==> config.mk <==
export PLATFORM = sky130hd
export DESIGN_NAME = ov7670_capture
export DESIGN_NICKNAME = d
export VERILOG_FILES = /design/src/rtl/ov7670_capture_pkg.sv /design/src/rtl/ov7670_capture_geometry_checker.sv /design/src/rtl/ov7670_capture.sv
export SDC_FILE = /design/constraint.sdc
export NUM_CORES = 1
export LEC_CHECK = 0
export BUFFER_PORTS_ARGS = -buffer_cell sky130_fd_sc_hd__buf_2
export CORE_ASPECT_RATIO = 0.7
export CORE_UTILIZATION = 53
export CTS_CLUSTER_SIZE = 16
export DETAILED_ROUTE_END_ITERATION = 10
export PLACE_DENSITY = 0.74
export SLEW_MARGIN = 30
export SYNTH_ARGS = -nofsm -noshare
export SYNTH_HDL_FRONTEND = slang
export SYNTH_SLANG_ARGS = --single-unit
==> constraint.sdc <==
create_clock -name clk -period 2.35 [get_ports clk]
set_clock_uncertainty 0.05 [all_clocks]
set_input_delay 0.235 -clock clk [delete_from_list [all_inputs] [get_ports clk]]
set_output_delay 0.235 -clock clk [all_outputs]
set_load 0.01 [all_outputs]
==> src/rtl/ov7670_capture_pkg.sv <==
// Shared definitions for the OV7670 capture stage: queue word format,
// frame-start marker, FSM state encoding and a saturating counter helper.
package ov7670_capture_pkg;

  localparam int QUEUE_WIDTH = 17;
  localparam logic [QUEUE_WIDTH-1:0] FRAME_START_MARKER = 17'h10000;

  typedef enum logic [2:0] {
    WAIT_CALIBRATION,
    WAIT_VBLANK,
    WAIT_FRAME_START,
    ROW_CAPTURE,
    DROP_FRAME
  } capture_state_t;

  function automatic logic [7:0] sat_inc8(input logic [7:0] value);
    return (value == 8'hFF) ? value : value + 8'd1;
  endfunction

endpackage

==> src/rtl/ov7670_capture_geometry_checker.sv <==
// Line/frame geometry checker for the OV7670 capture stage. Counts byte
// pairs per line and lines per frame (both saturating) and raises a sticky
// error when a line or a frame does not match the configured size.
// Only instantiated when CAPTURE_GEOMETRY_CHECK_EN is defined.
module capture_geometry_checker
  import ov7670_capture_pkg::*;
#(
  parameter int FRAME_WIDTH  = 640,
  parameter int FRAME_HEIGHT = 480
) (
  input  logic clk,
  input  logic reset_p,
  input  logic frame_start,
  input  logic frame_end,
  input  logic in_row,
  input  logic href_r,
  input  logic pixel_half,
  output logic geometry_error
);

  localparam int PIX_W  = $clog2(FRAME_WIDTH + 1);
  localparam int LINE_W = $clog2(FRAME_HEIGHT + 1);

  logic [PIX_W-1:0]  pix_count;
  logic [LINE_W-1:0] line_count;
  logic              href_d;
  logic              line_end;
  logic              pair_done;

  assign line_end  = in_row & href_d & ~href_r;
  assign pair_done = in_row & href_r & pixel_half;

  // Saturating pixel-pair and line counters, cleared at every frame start
  always_ff @(posedge clk or posedge reset_p) begin
    if (reset_p) begin
      href_d     <= 1'b0;
      pix_count  <= '0;
      line_count <= '0;
    end else begin
      href_d <= href_r;
      if (frame_start) begin
        pix_count  <= '0;
        line_count <= '0;
      end else if (line_end) begin
        pix_count <= '0;
        if (line_count != '1) line_count <= line_count + 1'b1;
      end else if (pair_done && pix_count != '1) begin
        pix_count <= pix_count + 1'b1;
      end
    end
  end

  // Sticky mismatch flag: wrong pair count or a dangling byte at line end,
  // wrong line count at frame end
  always_ff @(posedge clk or posedge reset_p) begin
    if (reset_p) begin
      geometry_error <= 1'b0;
    end else begin
      if (line_end && (pix_count != PIX_W'(FRAME_WIDTH) || pixel_half))
        geometry_error <= 1'b1;
      if (frame_end && line_count != LINE_W'(FRAME_HEIGHT))
        geometry_error <= 1'b1;
    end
  end

endmodule

==> src/rtl/ov7670_capture.sv <==
// OV7670 capture stage: packs camera byte pairs into RGB565 words and writes
// a frame-start marker plus one 17-bit word per pixel into the camera FIFO.
// Detects FIFO overflow, drops the rest of an overflowed frame and reports
// frame/geometry status. Optional geometry checking is enabled by defining
// CAPTURE_GEOMETRY_CHECK_EN.
module ov7670_capture
  import ov7670_capture_pkg::*;
#(
  parameter int FRAME_WIDTH  = 640,
  parameter int FRAME_HEIGHT = 480
) (
  input  logic                   clk,
  input  logic                   reset_p,
  input  logic                   init_done,
  input  logic                   cam_vsync,
  input  logic                   href,
  input  logic [7:0]             p_data,
  input  logic                   queue_full,
  output logic [QUEUE_WIDTH-1:0] queue_data,
  output logic                   queue_wr_en,
  output logic                   frame_done,
  output logic                   overflow,
  output logic                   geometry_error,
  output logic [7:0]             frames_dropped
);

  if (FRAME_WIDTH < 1 || FRAME_HEIGHT < 1) begin : g_bad_geometry
    $error("ov7670_capture: frame dimensions must be positive");
  end

  capture_state_t state;
  logic           vsync_r;
  logic           vsync_d;
  logic           href_r;
  logic [7:0]     data_r;
  logic [7:0]     pix_hi;
  logic           pixel_half;
  logic           vsync_fall;
  logic           vsync_rise;

  assign vsync_fall = vsync_d & ~vsync_r;
  assign vsync_rise = ~vsync_d & vsync_r;

  // Register the camera pins once; every decision uses these copies
  always_ff @(posedge clk or posedge reset_p) begin
    if (reset_p) begin
      vsync_r <= 1'b0;
      vsync_d <= 1'b0;
      href_r  <= 1'b0;
      data_r  <= 8'h00;
    end else begin
      vsync_r <= cam_vsync;
      vsync_d <= vsync_r;
      href_r  <= href;
      data_r  <= p_data;
    end
  end

  // Capture FSM with registered FIFO write port and status outputs
  always_ff @(posedge clk or posedge reset_p) begin
    if (reset_p) begin
      state          <= WAIT_CALIBRATION;
      queue_data     <= '0;
      queue_wr_en    <= 1'b0;
      frame_done     <= 1'b0;
      overflow       <= 1'b0;
      frames_dropped <= 8'h00;
      pix_hi         <= 8'h00;
      pixel_half     <= 1'b0;
    end else begin
      queue_wr_en <= 1'b0;
      frame_done  <= 1'b0;
      case (state)
        WAIT_CALIBRATION: begin
          if (init_done) state <= WAIT_VBLANK;
        end
        WAIT_VBLANK: begin
          if (vsync_r) state <= WAIT_FRAME_START;
        end
        WAIT_FRAME_START: begin
          pixel_half <= 1'b0;
          if (vsync_fall) begin
            if (queue_full) begin
              overflow       <= 1'b1;
              frames_dropped <= sat_inc8(frames_dropped);
              state          <= DROP_FRAME;
            end else begin
              queue_data  <= FRAME_START_MARKER;
              queue_wr_en <= 1'b1;
              state       <= ROW_CAPTURE;
            end
          end
        end
        ROW_CAPTURE: begin
          if (vsync_rise) begin
            frame_done <= 1'b1;
            pixel_half <= 1'b0;
            state      <= WAIT_FRAME_START;
          end else if (!href_r) begin
            pixel_half <= 1'b0;
          end else if (!pixel_half) begin
            pix_hi     <= data_r;
            pixel_half <= 1'b1;
          end else begin
            pixel_half <= 1'b0;
            if (queue_full) begin
              overflow       <= 1'b1;
              frames_dropped <= sat_inc8(frames_dropped);
              state          <= DROP_FRAME;
            end else begin
              queue_data  <= {1'b0, pix_hi, data_r};
              queue_wr_en <= 1'b1;
            end
          end
        end
        DROP_FRAME: begin
          pixel_half <= 1'b0;
          if (vsync_rise) state <= WAIT_FRAME_START;
        end
        default: state <= WAIT_CALIBRATION;
      endcase
    end
  end

`ifdef CAPTURE_GEOMETRY_CHECK_EN
  logic frame_start;
  logic frame_end;
  logic in_row;

  assign frame_start = (state == WAIT_FRAME_START) && vsync_fall && !queue_full;
  assign frame_end   = (state == ROW_CAPTURE) && vsync_rise;
  assign in_row      = (state == ROW_CAPTURE);

  capture_geometry_checker #(
    .FRAME_WIDTH (FRAME_WIDTH),
    .FRAME_HEIGHT(FRAME_HEIGHT)
  ) u_geometry (
    .clk           (clk),
    .reset_p       (reset_p),
    .frame_start   (frame_start),
    .frame_end     (frame_end),
    .in_row        (in_row),
    .href_r        (href_r),
    .pixel_half    (pixel_half),
    .geometry_error(geometry_error)
  );
`else
  assign geometry_error = 1'b0;
`endif

endmodule

==> impl_metrics.csv <==
group,metric,value,unit
final_layout,area_growth,21.30,%
logic_synthesis,synth.top_cells.by_count,"dfrtp_1, nand2_1, o21ai_1",
sta,fmax,0.5224,GHz
critical_path,critPathBufInv,0,
logic_synthesis,synthCells,184,
logic_synthesis,ys_warn_count,0,
global_routing,first_global_vias,1325,
pwr,pwr-share-seq,52.3,%
die,die_area,0.004148,mm²
die,start_util,56.87,%
critical_path,crit_fanout,14,
final_layout,final_nets,251,
sta,period_needed,1.914,ns
pwr,power.net_switching,860.9,µW
die,io_pins,43,
logic_synthesis,synthFlopType,"dfrtp_1",
logic_synthesis,synth_edf_count,0,
cts,cts_tree,"built",
cts,clock_latency,0.31,ns
sta,hold_violations,0,
flow_run,maxCapViolCount,0,
sta,slew_headroom,49.92,%
logic_synthesis,syn_nets,199,
final_layout,drive_gt1_share,25.74,%
logic_synthesis,yosys.area.top_type,"dfrtp_1",
sta,slew_violations,0,
critical_path,start_kind,"flop",
final_layout,final_cells,287,
critical_path,crit_type,"reg -> reg",
final_layout,n_antenna_cell,0,
cts,postCtsSetupBuffers,0,
cts,cts-resized-gates,0,
logic_synthesis,syn_area_per_cell,11.21,µm²
critical_path,r2r_slack,0.44,ns
pwr,power.internal,1.635,mW
cts,cts_sinks,51,
critical_path,ff2ff_path_depth,4,
pwr,pwr_density_cell,998.0,mW/mm²
die,rows,18,
critical_path,cp_num_cells,4,
placed_design,dpl.hpwl,2.751,mm
sta,finalCritPeriodShare,81.46,%
cts,h-tree-depth,2,
global_routing,grt_pass1_wl,6.348,mm
routing,drtIter0Drc,145,
logic_synthesis,async_flop_share,100.0,%
sta,final.setup.tns,0,ns
sta,setup_violations,0,
logic_synthesis,synthDistinctLibCells,41,
routing,wl,3.913,mm
critical_path,cp-end-kind,"flop",
sta,tightest_slew,0.7484,ns
hold_path,min_path_type,"in -> reg",
routing,drc,0,
routing,wl_per_cell,13.63,µm
pwr,clkPwrFrac,20.1,%
critical_path,required,2.49,ns
logic_synthesis,yosysSeqAreaShare,61.89,%
global_routing,grt_max_degree,36,
logic_synthesis,synth_top_area_share,61.89,%
die,die-width,76.55,µm
global_routing,antenna_found_initial,0,
cts,path_clk_slew,0.09,ns
critical_path,timing.rr.end,"pix_hi[3]",
critical_path,slowest_delay,0.61,ns
global_routing,grt_overflow,0,
die,core,0.003626,mm²
critical_path,startpoint,"state[1]",
critical_path,cp_top_family,"simple AND/OR/NAND/NOR gates",
placed_design,io_buffers,41,
routing,vias_per_cell,5.080,
cts,numCtsBuffers,5,
logic_synthesis,synth-seq-cells,51,
die,die_h,54.19,µm
critical_path,cp.arrival,2.05,ns
outcome,outcome,"completed",
critical_path,crit_path_end,"pix_hi[3]",
critical_path,slowest_stage,"dfrtp_1",
placed_design,dp_cells,268,
routing,antenna_left,0,
routing,vias,1458,
global_routing,grt_use_total,20.98,%
pwr,switching_share,34.49,%
routing,firstDrtPassIters,4,
pwr,power_leakage,1.206,nW
cts,clk_path_buf_depth,2,
logic_synthesis,syn_area,0.002062,mm²
cts,root_buffer,"clkbuf_8",
final_layout,fill_cells,263,
logic_synthesis,yosys-top-cells-area,"dfrtp_1, nand2_1, mux2_1",
logic_synthesis,yosysMostFrequentCell,"dfrtp_1",
placed_design,gp_congestion,0.8494,
sta,rsz0062_at_grt,"no",
pwr,ir_drop,0.5058,mV
pwr,power_frac_comb,27.6,%
critical_path,cp_cell_sequence,"nand2_1 -> nor2_2 -> and4b_1 -> mux2_1",
critical_path,r2r-start,"state[1]",
==> power groups by stage <==
stage	clock, mW	combinational [mW]	sequential, mW
2_1_floorplan	0	0.457	1.30
3_3_place_gp	0	0.646	1.30
3_5_place_dp	0	0.684	1.32
4_1_cts	0.509	0.696	1.30
5_1_grt	0.544	0.774	1.34
6_report	0.502	0.689	1.30
==> metal layers <==
metal	GRT usage [%]	part of all wire [%]	wire length, µm
met2	32.13	47	1836
met3	5.932	3.8	148
met4	8.974	0.56	22
met1	28.65	49	1905
met5	0	0	0
==> worst min-delay path, delay by kind of cell <==
kind,cells,cell delay [ns]
buf+inv,2,0.14
compound gates,2,0.23
==> sequential cells by signal (all words and copies together), names as in the netlist <==
signal,cells
vsync_r,1
vsync_d,1
frames_dropped,8
href_r,1
queue_wr_en,1
data_r,8
frame_done,1
pix_hi,8
queue_data,17
state,3
pixel_half,1
overflow,1
==> worst min path at each step <==
stage	from	to	slack [ns]	depth (start not counted)
finish	init_done	state[0]	0.30	4
CTS	queue_full	state[0]	0.30	3
floorplan	p_data[0]	data_r[0]	0.22	0
global route	init_done	state[0]	0.29	4
detailed placement	p_data[7]	data_r[7]	0.29	1
global placement	reset_p	overflow	0.28	2
==> cells in the final DEF, fill, tap and decap left out, drive strengths merged, types with 2 or more instances in the layout <==
| cell | instances |
|---|---|
| nand2b | 3 |
| clkinv | 2 |
| o21ai | 20 |
| buf | 43 |
| xnor2 | 3 |
| dfrtp | 51 |
| dlygate4sd3 | 11 |
| nand3 | 4 |
| xor2 | 4 |
| nor3b | 2 |
| nor2b | 3 |
| nand2 | 43 |
| nor3 | 2 |
| mux2 | 9 |
| a21oi | 2 |
| nor2 | 7 |
| inv | 3 |
| clkbuf | 6 |
| nand4 | 3 |
==> cells by family (layout without fill, tap and decap cells) <==
family	Yosys count	after routing	synth area share, %
flip-flops	51	51	61.89
multiplexers	9	9	4.915
other	1	1	0.1819
AND/OR/NAND/NOR	74	74	17.96
buffers and inverters	12	65	3.215
adder cells (fa/ha/maj)	1	1	0.6067
XOR/XNOR	7	7	2.973
AO/OA/AOI/OAI	29	29	8.253
==> final cells by class <==
cell class                      count  area [µm²]  share of cell area (%)
Tap cell                           50       62.56                   2.501
Inverter                            3       11.26                  0.4502
Multi-Input combinational cell    121       730.7                   29.21
Sequential cell                    51        1276                   51.03
Clock buffer                        6       72.57                   2.901
Timing Repair Buffer               54       330.3                   13.21
Clock inverter                      2       17.52                  0.7003
==> repair_timing <==
action / 4_1_cts / 5_1_grt
hold endpoints to repair: 38 / 0
endpoints found under the setup margin: 0 / 0
hold buffers: 11 / 0
==> per-stage QoR <==
| step | hold WS [ns] | worst slack (ns) | total power, mW | instance area (µm²) | util [%] |
|---|---|---|---|---|---|
| detailed placement | 0.2943 | 0.4455 | 2.003 | 2301 | 63.46 |
| floorplan | 0.2164 | 0.6892 | 1.755 | 2062 | - |
| global placement | 0.2793 | 0.3204 | 1.951 | 2293 | 63.25 |
| CTS | 0.2989 | 0.4267 | 2.508 | 2501 | 68.98 |
| finish | 0.3011 | 0.4357 | 2.496 | 2501 | 68.98 |
| global route | 0.2900 | 0.2947 | 2.658 | 2501 | 68.98 |
Note: power is estimated with default switching activity, not from simulation.
